$ cat config.mk
export PLATFORM = sky130hd
export DESIGN_NAME = bcd4_run_ctrl
export DESIGN_NICKNAME = d
export VERILOG_FILES = /design/src/rtl/bcd4_run_ctrl.sv
export SDC_FILE = /design/constraint.sdc
export NUM_CORES = 1
export LEC_CHECK = 0
export ABC_CLOCK_PERIOD_IN_PS = 4600
export BUFFER_PORTS_ARGS = -buffer_cell sky130_fd_sc_hd__buf_2
export CORE_MARGIN = 8
export CORE_UTILIZATION = 35
export CTS_BUF_LIST = sky130_fd_sc_hd__clkbuf_4 sky130_fd_sc_hd__clkbuf_8
export CTS_CLUSTER_DIAMETER = 150
export DETAILED_ROUTE_END_ITERATION = 8
export SLEW_MARGIN = 20
export SYNTH_ARGS = -nofsm -noshare
export SYNTH_HDL_FRONTEND = slang
export SYNTH_SLANG_ARGS = --single-unit
$ cat constraint.sdc
create_clock -name clk -period 4.6 [get_ports clk]
set_input_delay 0.23 -clock clk [delete_from_list [all_inputs] [get_ports clk]]
set_output_delay 0.23 -clock clk [all_outputs]
set_load 0.005 [all_outputs]
$ cat src/rtl/bcd4_run_ctrl.sv
// bcd4_run_ctrl: start/stop/clear sequencer for a 4-digit BCD up/down counter.
// A prescaler turns clk into count ticks, and a free-running scan selects one
// digit at a time for a shared 7-segment decoder.
//
// state   | meaning
// --------+--------------------------------------------------------------
// S_IDLE  | digits held (normally 0000), prescaler held, waiting for start
// S_RUN   | prescaler advancing; each tick applies one BCD step
// S_PAUSE | digits and partial prescaler period frozen; start resumes
module bcd4_run_ctrl #(
  parameter int unsigned PRESCALE = 50000,
  parameter int unsigned SCAN_DIV = 1000
) (
  input  logic        clk,
  input  logic        rst,
  input  logic        start,
  input  logic        stop,
  input  logic        clear,
  input  logic        up,
  output logic [15:0] digits,
  output logic        running,
  output logic        wrap,
  output logic [3:0]  an,
  output logic [3:0]  seg_bcd
);

  localparam logic [19:0] PRESC_LAST = 20'(PRESCALE - 1);
  localparam logic [15:0] SCAN_LAST  = 16'(SCAN_DIV - 1);

  typedef enum logic [1:0] {
    S_IDLE  = 2'd0,
    S_RUN   = 2'd1,
    S_PAUSE = 2'd2
  } state_t;

  state_t      state_q, state_d;
  logic [19:0] presc_q, presc_d;
  logic [15:0] digits_q, digits_d;
  logic        wrap_q, wrap_d;
  logic        running_q, running_d;
  logic [15:0] scan_q, scan_d;
  logic [1:0]  sel_q, sel_d;
  logic        tick;
  logic [15:0] bcd_next;
  logic        bcd_cout;
  logic        bcd_cy;
  logic [3:0]  bcd_dig;

  assign tick = (state_q == S_RUN) && (presc_q == PRESC_LAST);

  // One BCD step across all four decades; carry/borrow ripples from d0 upward.
  always_comb begin
    bcd_next = digits_q;
    bcd_cy   = 1'b1;
    bcd_dig  = 4'd0;
    for (int i = 0; i < 4; i++) begin
      bcd_dig = digits_q[4*i +: 4];
      if (bcd_cy) begin
        if (up) begin
          if (bcd_dig >= 4'd9) begin
            bcd_next[4*i +: 4] = 4'd0;
          end else begin
            bcd_next[4*i +: 4] = bcd_dig + 4'd1;
            bcd_cy             = 1'b0;
          end
        end else begin
          if (bcd_dig == 4'd0) begin
            bcd_next[4*i +: 4] = 4'd9;
          end else begin
            bcd_next[4*i +: 4] = bcd_dig - 4'd1;
            bcd_cy             = 1'b0;
          end
        end
      end
    end
    bcd_cout = bcd_cy;
  end

  // Next-state logic; clear beats stop, stop beats start.
  always_comb begin
    state_d = state_q;
    if (clear) begin
      state_d = S_IDLE;
    end else begin
      case (state_q)
        S_IDLE:  if (start && !stop) state_d = S_RUN;
        S_RUN:   if (stop)           state_d = S_PAUSE;
        S_PAUSE: if (start && !stop) state_d = S_RUN;
        default:                     state_d = S_IDLE;
      endcase
    end
  end

  // Prescaler, digit update, wrap pulse and running flag.
  always_comb begin
    presc_d   = presc_q;
    digits_d  = digits_q;
    wrap_d    = 1'b0;
    running_d = (state_d == S_RUN);
    if (clear) begin
      presc_d  = 20'd0;
      digits_d = 16'h0000;
    end else if (state_q == S_RUN) begin
      if (tick) begin
        presc_d  = 20'd0;
        digits_d = bcd_next;
        wrap_d   = bcd_cout;
      end else begin
        presc_d = presc_q + 20'd1;
      end
    end
  end

  // Display scan runs in every state; only rst restarts it.
  always_comb begin
    scan_d = scan_q + 16'd1;
    sel_d  = sel_q;
    if (scan_q == SCAN_LAST) begin
      scan_d = 16'd0;
      sel_d  = sel_q + 2'd1;
    end
  end

  // State and datapath registers with synchronous reset.
  always_ff @(posedge clk) begin
    if (rst) begin
      state_q   <= S_IDLE;
      presc_q   <= 20'd0;
      digits_q  <= 16'h0000;
      wrap_q    <= 1'b0;
      running_q <= 1'b0;
      scan_q    <= 16'd0;
      sel_q     <= 2'd0;
    end else begin
      state_q   <= state_d;
      presc_q   <= presc_d;
      digits_q  <= digits_d;
      wrap_q    <= wrap_d;
      running_q <= running_d;
      scan_q    <= scan_d;
      sel_q     <= sel_d;
    end
  end

  assign digits  = digits_q;
  assign running = running_q;
  assign wrap    = wrap_q;
  assign an      = ~(4'b0001 << sel_q);
  assign seg_bcd = digits_q[{sel_q, 2'b00} +: 4];

endmodule

Word-level counts from Yosys, hierarchy flattened --
Cells that the tools add are included.
Word-level totals: register bits after elaboration 58, bits of input ports 6, output and inout bits 26, word-level logic and storage cells 83
Cells by class: add/subtract/negate cells 11, magnitude comparators 4, equality and inequality tests 5, shift operators 2, multiplexer cells 31, bitwise logic cells 4, reduce and logical (&&, ||, !) cells 16
Operator list (count):
- 2-to-1 mux 4 bit | 12
- adder 20 x 1 -> 20 bit, second input constant | 1
- equality test 20 x 16 -> 1 bit, second input constant | 1
- 2-to-1 mux 20 bit | 1
- adder 16 x 1 -> 16 bit, second input constant | 1
- adder 4 x 1 -> 4 bit, second input constant | 4
- equality test 16 x 10 -> 1 bit, second input constant | 1
- greater-or-equal comparator 4 bit, second input constant | 4
- logical NOT 4 bit | 4
- variable part select 16 x 5 -> 4 bit | 1
- subtractor 4 x 1 -> 4 bit, second input constant | 4
- 2-to-1 mux 1 bit | 14
- AND reduction 3 bit | 3
- 2-to-1 mux 2 bit | 3
- OR reduction 2 bit | 3
- OR reduction 5 bit | 1
- equality test 2 x 1 -> 1 bit, second input constant | 2
- inverter 4 bit | 1
- one-hot mux 2 bit (2 select lines) | 1
- << shifter 1 x 2 -> 4 bit, first input constant | 1
- inverter 1 bit | 3
- adder 2 x 1 -> 2 bit, second input constant | 1
- equality test 2 bit, second input constant | 1
- logical AND 1 bit | 2
- 3 further kinds | 3

Longest topological paths before layout --
Gate-level depths: netlist of the first run.
word-level depth 7, gate-level depth with buffers 8, mapped depth without buffers 7

Least setup slack after synthesis of the first run --
Ideal clock, no wire load.
kind register to register, start register digits_q[0] (netlist: digits[0]), end register digits_q[14] (netlist: digits[14]), library setup time 130 ps, data arrival time 1984 ps, data required time 4470 ps, slack 2485 ps, cell stages (with the launch flop) 9, path buffers 1, period minus slack after synthesis 2115 ps, cells stage by stage dfxtp_1 inv_1 ha_1 or3b_2 o22ai_1 o2111ai_2 buf_6 o311ai_1 o31ai_1
On the way: longest elaborated chain between the ends 6, elaborated cells between the ends (all ways) 8, classes of those cells 1 x order compare; 5 x mux; 2 x reduce/logical
RTL lines:
- start: declaration | RTL line 38 | logic [15:0] digits_q, digits_d;
- start signal: assignment | RTL line 137 | digits_q <= digits_d;
- greater-or-equal comparator 4 bit or logical NOT 4 bit (tied branches) | RTL line 60, 67
- 2-to-1 mux 1 bit (on tied branches) | RTL line 60, 67
- 2-to-1 mux 1 bit * | RTL line 59 | if (up) begin
- 2-to-1 mux 1 bit * (2 in a row) | RTL line 58 | if (bcd_cy) begin
- AND reduction 3 bit (no line) *
Mark *: on every way between the ends. The rest lies on a longest branch, timed or not. A chain may end at the register's enable or synchronous reset.

Final worst setup path of the first run --
start register digits_q[0] (netlist: digits[0]), end register digits_q[15] (netlist: digits[15])
The elaborated chain is that of the path after synthesis.

==> summary.md, run 1 <==
| Metric | Value |
|---|---|
| DRC | `0` |
| Starting Density | `0.3541` |
| Crit path cell chain | `inv_1, ha_1, or3b_2, o22ai_1, o2111ai_2, or2_4, o31ai_1` |
| Post-route antenna net violation count | `0` |
| Top cells by count, synth | `nor2_1 (64), dfxtp_1 (58), nand2_1 (29)` |
| Core area | `9639 um2` |
| TNS Setup | `0 ns` |
| Die height | `114.8 um` |
| Hold Path Class | `input port to flip-flop` |
| Internal | `0.8250 mW` |
| Post-route clock period utilization | `0.5554` |
| Placer Congestion | `0.8403` |
| Number of global-route vias before repair | `2,785` |
| CP Data Arrival Time | `2.81 ns` |
| DRT Pass-1 Iters | `4` |
| Switching part of the total | `0.2347` |
| Post-synth top area share | `0.3402` |
| Worst ir drop on vdd | `0.2339 mV` |
| Syn-to-layout area delta | `14.15%` |
| Most frequent cell after synthesis | `nor2_1` |
| Flop2flop setup slack | `2.05 ns` |
| Worst path slowest cell | `or3b_2` |
| Post-synth top flop | `dfxtp_1` |
| ANT cells | `0` |
| Worst-path maximum fanout | `12` |
| TritonCTS clock tree | `done` |
| Crit path capture type | `flip-flop` |
| # setup viols final | `0` |
| Cells resized by post-CTS repair | `0` |
| RSZ-0062 raised after global routing | `no` |
| Root buf cell | `clkbuf_8` |
| Via density | `5.102` |
| Reg-to-reg startpoint | `digits[0]` |
| Die width | `114.8 um` |
| Worst-skew pair later-pin latency | `0.34 ns` |
| Fin nets | `468` |
| Comb pwr share | `0.035` |
| Largest net degree at the start of global routing | `30` |
| Hold_buf cts | `0` |
| Die area | `13,170 um2` |
| First-pass GRT wire length | `13.19 mm` |
| Synth Register Bits | `58` |
| Yosys warns | `0` |
| Final WL | `7.803 mm` |
| CTS max path bufs | `2` |
| Mapped Nets | `442` |
| Post-Synthesis Cells | `414` |
| Setup Fix Bufs, Post-CTS | `0` |
| Port bufs | `31` |
| Final HPWL DP | `5.563 mm` |
| Worst Hold End | `state_q[0]` |
| Grt ovf | `0` |
| Leak pwr | `1.394 nW` |
| Critical path buffers and inverters | `1` |
| Fmax | `391.4 MHz` |
| Hold Crit Depth | `2` |
| Final hold vios | `0` |
| Routed len/inst | `13.50 um` |
| Delay-heaviest family, CP | `simple AND/OR/NAND/NOR gates` |
| Avg Synthesized Cell Area | `8.245 um2` |
| Max-cap violations | `0` |
| Relative slew slack | `0.5857` |
| Net Sw Power | `0.2530 mW` |
| Clock H-tree levels | `3` |
| Post-route minimum period | `2.555 ns` |
| Share of the yosys chip area belonging to registers | `0.3402` |
| R2R depth | `7` |
| Reg power frac | `0.471` |
| Synth top area cells | `dfxtp_1 (34%), ha_1 (8.1%), nor2_1 (7.0%), xnor2_1 (5.9%), nand2_1 (3.2%)` |
| Vias | `2,949` |
| Pwr Density | `276.7 nW/um2` |
| Layout cells sized above 1 | `0.1483` |
| R2r endpoint | `digits[15]` |
| Initial antenna violation count | `0` |
| Tightest Pin Transition | `0.6215 ns` |
| CP peak stage delay | `0.50 ns` |
| HP Start | `stop` |
| Crit Path Class | `flip-flop to flip-flop` |
| Post-synth ARST share | `0` |
| Clk pin slew, worst setup/hold paths | `0.07 ns` |
| Clock sinks | `58` |
| Power share of the clock group | `0.494` |
| Req. time, crit path | `4.85 ns` |
| Number of cell rows | `36` |
| Cts bufs inserted | `9` |
| Post-Syn Area | `3413 um2` |
| Post-synth top area cell | `dfxtp_1` |
| Clk_skew | `0.009695 ns` |
| Fillers | `1,012` |
| Slew Limit Fails | `0` |
| Global Route Usage Sum | `0.1239` |
| CP Launch Type | `flip-flop` |
| Setup WS post-layout | `2.045 ns` |
| 1st-iter DRT viols | `104` |
| Io pins | `32` |
| Dpl ws | `2.064 ns` |
| Post-synth EDFFs | `0` |
| Distinct cells, synth | `60` |
| Status | `completed` |
-- cell type report --
type,count,area (um2),share of cell area
repair buffers,32,162.7,0.04175
inverters,27,101.3,0.02601
well taps,133,166.4,0.04271
clock inverters,7,102.6,0.02633
flip-flops and latches,58,1161,0.2980
multi-input cells,312,2078,0.5334
clock buffers,9,123.9,0.03179
-- layout by cell type, fill, tap and decap left out, types with 3 or more instances in the layout --
cell type	count
clkbuf_8	9
or4_1	3
o221a_2	3
and3_1	4
nor3b_1	7
xnor2_1	23
mux4_2	4
nor4_1	3
ha_1	22
nor2_1	64
clkinv_4	3
dfxtp_1	58
nor3_1	18
xor2_1	10
o211ai_1	3
a21oi_1	17
inv_1	27
nand4_1	7
nor2b_1	3
o31ai_1	3
o21ai_0	16
nand3_1	16
a211oi_1	3
nand2_1	29
nand2b_1	6
buf_2	31
or3_1	6
-- state kept, by name, summed over array words and instances (netlist names) --
name,count
sel_q,2
scan_q,16
running,1
state_q,2
wrap,1
digits,16
presc_q,20
-- routing by layer --
metal	vias up	track usage	routed length (um)
met4	0	0.05342	113
met5	-	0	0
met2	45	0.1995	3576
met3	9	0.03571	295
met1	1384	0.1513	3818
li1	1511	-	-
-- through the flow --
step | util | instance area (um2) | power, mW | hold WS, ns | cells
2_1_floorplan | - | 3413 | 0.5457 | 0.3024 | 414
3_3_place_gp | 0.3807 | 3670 | 0.5561 | 0.4342 | 562
3_5_place_dp | 0.3807 | 3670 | 0.5565 | 0.4330 | 562
4_1_cts | 0.4042 | 3896 | 1.093 | 0.06641 | 578
5_1_grt | 0.4042 | 3896 | 1.123 | 0.08386 | 578
6_report | 0.4042 | 3896 | 1.078 | 0.08203 | 578
-- cells by family (layout without fill, tap and decap cells) --
kind of cell	Yosys count	count (layout)	synth area share
AND/OR/NAND/NOR	182	182	0.2694
AO/OA/AOI/OAI	69	69	0.1419
flip-flops	58	58	0.3402
buffers and inverters	44	75	0.05095
XOR/XNOR	33	33	0.08468
adder cells (fa/ha/maj)	22	22	0.08064
multiplexers	6	6	0.03226
-- how the worst max path moves through the flow --
| stage | endpoint | slack [ns] | cells past startpoint | from |
|---|---|---|---|---|
| after global placement | digits[15] | 2.16 | 7 | digits[0] |
| after CTS | digits[14] | 2.04 | 7 | digits[0] |
| after global routing | digits[14] | 1.90 | 7 | digits[0] |
| after floorplan | digits[14] | 2.49 | 8 | digits[0] |
| after detailed placement | digits[14] | 2.06 | 7 | digits[0] |
| final | digits[15] | 2.05 | 7 | digits[0] |
-- power groups by stage --
stage | clock [mW] | sequential [mW] | combinational [mW]
after global placement | 0 | 0.519 | 0.0368
final | 0.533 | 0.508 | 0.0373
after detailed placement | 0 | 0.519 | 0.0370
after global routing | 0.573 | 0.508 | 0.0419
after CTS | 0.548 | 0.508 | 0.0372
after floorplan | 0 | 0.519 | 0.0270
No activity file was read; power rests on OpenSTA's default activity.
==> run 2, diff against run 1 <==
Settings changed: ABC_AREA set to 1, ABC_CLOCK_PERIOD_IN_PS 4600 to 2620.
Clock period 4.6 ns to 2.62 ns, I/O delays scaled along.
==> summary.md, run 2 <==
| Metric | Value |
|---|---|
| Worst ir drop on vdd | `0.2556 mV` |
| Cell Count, Final, Fillers Out | `708` |
| Initial antenna violation count | `0` |
| Global Route Usage Sum | `0.1272` |
| Post-route clock period utilization | `0.7162` |
| Post-synth top area cell | `dfxtp_1` |
| Post-route minimum period | `1.876 ns` |
| CTS max path bufs | `2` |
| Power Total | `1.717 mW` |
| Worst-skew pair later-pin latency | `0.35 ns` |
| Fmax | `532.9 MHz` |
| Layout cells sized above 1 | `0.1329` |
| Crit path capture type | `flip-flop` |
| Clk pin slew, worst setup/hold paths | `0.07 ns` |
| Number of cell rows | `37` |
| Starting Density | `0.3555` |
| Dpl ws | `0.7509 ns` |
| Distinct cells, synth | `42` |
| Clock sinks | `58` |
| Largest register by flop count | `presc_q` |
| # setup viols final | `0` |
| ANT cells | `0` |
| Top cells by count, synth | `nand2_1 (94), nor2_1 (84), inv_1 (60)` |
| Post-Synthesis Cells | `532` |
| Most frequent cells in the layout | `nand2_1 (94), nor2_1 (84), inv_1 (60)` |
| Pwr Density | `420.3 nW/um2` |
| Core area | `10,180 um2` |
| Status | `completed` |
| Final hold vios | `0` |
| Yosys warns | `0` |
| Post-synth EDFFs | `0` |
| Final WL | `8.650 mm` |
| Fillers | `1,113` |
| Grt ovf | `0` |
| Root buf cell | `clkbuf_8` |
| Mapped Nets | `560` |
| Req. time, crit path | `2.90 ns` |
| Tightest Pin Transition | `0.5463 ns` |
| Reg-to-reg startpoint | `digits[0]` |
| Number of global-route vias before repair | `3,273` |
| Die area | `13,860 um2` |
| Synth top area cells | `dfxtp_1 (32%), nand2_1 (9.7%), nor2_1 (8.7%), ha_1 (7.6%), inv_1 (6.2%)` |
| Layout Utilization | `0.4011` |
| Relative slew slack | `0.6358` |
| Placer Congestion | `0.9130` |
| Via density | `4.774` |
| Share of the yosys chip area belonging to registers | `0.3207` |
| DRT Pass-1 Iters | `4` |
| R2r endpoint | `digits[12]` |
| Die height | `117.7 um` |
| Worst Hold End | `state_q[1]` |
| Max-cap violations | `0` |
| Post-route antenna net violation count | `0` |
| Clock H-tree levels | `3` |
| Crit Path Class | `flip-flop to flip-flop` |
| Io pins | `32` |
| Largest net degree at the start of global routing | `21` |
| Most frequent cell after synthesis | `nand2_1` |
| Post-Syn Area | `3621 um2` |
| Worst-path maximum fanout | `8` |
| HP Start | `rst` |
| Max FFs per register | `20` |
| CP Launch Type | `flip-flop` |
| Setup WS post-layout | `0.7435 ns` |
| Vias | `3,380` |
| Flop2flop setup slack | `0.74 ns` |
| Post-DP Area | `3896 um2` |
| Post-synth top flop | `dfxtp_1` |
| DRC | `0` |
| R2R depth | `11` |
| Hold Path Class | `input port to flip-flop` |
| Final HPWL DP | `6.583 mm` |
| First-pass GRT wire length | `14.81 mm` |
| Syn-to-layout area delta | `12.82%` |
| TritonCTS clock tree | `done` |
| Post-synth ARST share | `0` |
| Slew Limit Fails | `0` |
| Cts bufs inserted | `9` |
| Port bufs | `31` |
| TNS Setup | `0 ns` |
| Die width | `117.7 um` |
| Clk_skew | `0.01224 ns` |
| Hold Crit Depth | `2` |
| Fin nets | `595` |
| Post-route cell area | `4085 um2` |
| Hold slack | `0.01823 ns` |
| Most common cell after layout, fill and taps aside | `nand2_1` |
| RSZ-0062 raised after global routing | `no` |
| Avg Synthesized Cell Area | `6.806 um2` |
| Placed cell count | `691` |
| Post-synth top area share | `0.3207` |
| Setup Fix Bufs, Post-CTS | `0` |
| Routed len/inst | `12.22 um` |
| Synth Register Bits | `58` |
| Leak pwr | `1.713 nW` |
| 1st-iter DRT viols | `159` |
| CP Data Arrival Time | `2.16 ns` |
[run 2: worst max-delay path by stage]
stage	start	to	slack [ns]	cells past startpoint
after floorplan	digits[0]	digits[13]	0.98	10
after global placement	digits[0]	digits[14]	0.77	10
after detailed placement	digits[0]	digits[13]	0.75	10
after CTS	digits[0]	digits[12]	0.74	11
after global routing	digits[0]	digits[14]	0.53	11
final	digits[0]	digits[12]	0.74	11
[run 2: metal layers]
layer,part of all wire,GRT usage,wire length [um],vias to the layer above
li1,-,-,-,1796
met1,0.50,0.1552,4308,1529
met2,0.46,0.2076,3971,50
met5,0,0,0,-
met3,0.037,0.03645,320,5
met4,0.0057,0.04804,49,0
[run 2: kinds of logic (layout without fill, tap and decap cells)]
group / after synthesis / in the layout / synth area share
xor+xnor: 17 / 17 / 0.04112
flops: 58 / 58 / 0.3207
buf+inv: 79 / 119 / 0.09053
fa+ha+maj: 22 / 22 / 0.07602
compound gates: 85 / 85 / 0.1289
simple gates: 271 / 271 / 0.3428
[run 2: power breakdown]
| part | total (mW) | switching, mW | leakage (nW) | internal (mW) |
|---|---|---|---|---|
| clock | 0.764 | 0.396 | 0.0847 | 0.368 |
| sequential | 0.889 | 0.00286 | 0.468 | 0.886 |
| combinational | 0.0639 | 0.0455 | 1.16 | 0.0183 |
| total | 1.72 | 0.445 | 1.71 | 1.27 |
[run 2: worst max-delay path, stage by stage (launching register included)]
cell and delay (ns):
dfxtp_1 0.47, inv_1 0.14, ha_1 0.25, nand2_1 0.09, nand2_1 0.09, nand2_2 0.11, nand2_2 0.11, nor2_8 0.19
nand3_4 0.13, nand2_1 0.09, inv_1 0.04, nor2_1 0.09
[run 2: layout make-up]
class	instances	area (um2)	share of cell area
clock buffers	10	137.6	0.03369
clock inverters	6	41.29	0.01011
inverters	68	255.2	0.06248
multi-input cells	395	2132	0.5219
flip-flops and latches	58	1161	0.2842
well taps	136	170.2	0.04165
repair buffers	35	187.7	0.04594
[run 2: what timing repair did]
| item | CTS | global route |
|---|---|---|
| endpoints found under the hold margin | 1 | 0 |
| hold buffers | 1 | 0 |
| gates resized for setup | 0 | 0 |
==> run 3, diff against run 2 <==
Settings changed: ABC_CLOCK_PERIOD_IN_PS 2620 to 1710.
Clock period 2.62 ns to 1.71 ns, I/O delays scaled along.
==> summary.md, run 3 (synthesis gave the netlist of run 2 again) <==
| Metric | Value |
|---|---|
| Placer Congestion | `0.8659` |
| TNS Setup | `0 ns` |
| 1st-iter DRT viols | `169` |
| Final WL | `8.893 mm` |
| Die area | `13,860 um2` |
| # setup viols final | `0` |
| Relative slew slack | `0.7465` |
| Pwr Density | `599.6 nW/um2` |
| Hold Path Class | `input port to flip-flop` |
| ANT cells | `0` |
| Syn-to-layout area delta | `19.52%` |
| CP Depth | `8` |
| Net Sw Power | `0.6469 mW` |
| Clock H-tree levels | `3` |
| Largest register by flop count | `presc_q` |
| Global Route Usage Sum | `0.1276` |
| Crit Path Class | `flip-flop to flip-flop` |
| Comb pwr share | `0.044` |
| Internal | `1.948 mW` |
| Fillers | `1,081` |
| R2R depth | `8` |
| Initial antenna violation count | `0` |
| Worst-path maximum fanout | `7` |
| Max-cap violations | `0` |
| CTS max path bufs | `2` |
| Most common cell after layout, fill and taps aside | `nand2_1` |
| Hold Crit Depth | `4` |
| Dpl ws | `0.04424 ns` |
| Cts bufs inserted | `9` |
| First-pass GRT wire length | `14.85 mm` |
| Io pins | `32` |
| Fin nets | `620` |
| CP Launch Type | `flip-flop` |
| Req. time, crit path | `1.95 ns` |
| Reg power frac | `0.525` |
| Clk_skew | `0.004790 ns` |
| Slew Limit Fails | `0` |
| Worst-skew pair later-pin latency | `0.35 ns` |
| Starting Density | `0.3555` |
| Number of cell rows | `37` |
| Port bufs | `31` |
| Setup WS post-layout | `0.1192 ns` |
| Post-route minimum period | `1.591 ns` |
| Final HPWL DP | `6.726 mm` |
| Vias | `3,553` |
| Fmax | `628.6 MHz` |
| CP peak stage delay | `0.36 ns` |
| Max FFs per register | `20` |
| Clock sinks | `58` |
| Leak pwr | `1.852 nW` |
| Final hold vios | `0` |
| Delay-heaviest family, CP | `simple AND/OR/NAND/NOR gates` |
| RSZ-0062 raised after global routing | `yes` |
| CP Data Arrival Time | `1.83 ns` |
| Power share of the clock group | `0.431` |
| Root buf cell | `clkbuf_8` |
| DRT Pass-1 Iters | `4` |
| Number of global-route vias before repair | `3,306` |
| Clk pin slew, worst setup/hold paths | `0.07 ns` |
| Worst path slowest cell | `dfxtp_1` |
| Worst ir drop on vdd | `0.3950 mV` |
| Die width | `117.7 um` |
| Crit path cell chain | `ha_1, nand3_1, nor2_2, nand3_4, nor2_8, buf_4, and3_1, nor2_1` |
| DRC | `0` |
| Die height | `117.7 um` |
| Status | `completed` |
| Critical path buffers and inverters | `1` |
| Post-route antenna net violation count | `0` |
| Crit path capture type | `flip-flop` |
| Most frequent cells in the layout | `nand2_1 (93), nor2_1 (79), inv_1 (59)` |
| TritonCTS clock tree | `done` |
| Tightest Pin Transition | `0.3779 ns` |
| Grt ovf | `0` |
| Switching part of the total | `0.2493` |
| Layout cells sized above 1 | `0.1876` |
| Via density | `4.847` |
| Core area | `10,180 um2` |
| Largest net degree at the start of global routing | `17` |
| Routed len/inst | `12.13 um` |
| Post-route clock period utilization | `0.9303` |
run 3: final timing paths:
path                    from          to  slack, ns
setup / recovery  presc_q[0]   digits[4]       0.12
hold / removal         start  state_q[1]       0.05
setup reg to reg  presc_q[0]   digits[4]       0.12
hold reg to reg    scan_q[0]   scan_q[0]       0.45
run 3: repair_timing:
action / 4_1_cts / 5_1_grt
endpoints found under the hold margin: 3 / 0
resized for setup: 0 / 17
setup endpoints to repair: 0 / 16
hold buffers: 3 / 0
buffers inserted: 0 / 3
run 3: power groups by stage:
| stage | logic [mW] | registers (mW) | clock network [mW] |
|---|---|---|---|
| 6_report | 0.114 | 1.36 | 1.12 |
| 2_1_floorplan | 0.0699 | 1.39 | 0 |
| 5_1_grt | 0.126 | 1.36 | 1.21 |
| 3_5_place_dp | 0.103 | 1.39 | 0 |
| 3_3_place_gp | 0.102 | 1.39 | 0 |
| 4_1_cts | 0.110 | 1.36 | 1.16 |
run 3: area by class of cell:
cell class | count | area [um2] | area share
Clock buffer | 10 | 137.6 | 0.03180
Clock inverter | 6 | 32.53 | 0.007517
Inverter | 68 | 255.2 | 0.05898
Tap cell | 136 | 170.2 | 0.03932
Multi-Input combinational cell | 395 | 2190 | 0.5059
Timing Repair Buffer | 60 | 380.4 | 0.08789
Sequential cell | 58 | 1162 | 0.2686
run 3: stage by stage:
step                      area (um2)    util  total power, mW  hold WS [ns]  instances
after floorplan                 3621       -            1.463        0.1640        532
after global placement          4046  0.3973            1.495        0.3171        711
after detailed placement        4046  0.3973            1.497        0.3110        711
after CTS                       4247  0.4170            2.632       0.03230        730
after global routing            4328  0.4249            2.697       0.05745        733
final                           4328  0.4249            2.595       0.04606        733
run 3: worst register-to-register path: cells and delay by family, from the launching register on:
family	cells	cell delay, ns
buf+inv	1	0.14
flops	1	0.36
fa+ha+maj	1	0.20
simple gates	6	0.80
run 3: metal layers:
layer / up-vias / wire length, um / track usage
li1: 1849 / - / -
met5: - / 0 / 0
met4: 0 / 144 / 0.05765
met2: 74 / 4120 / 0.2111
met3: 13 / 409 / 0.03213
met1: 1617 / 4219 / 0.1526
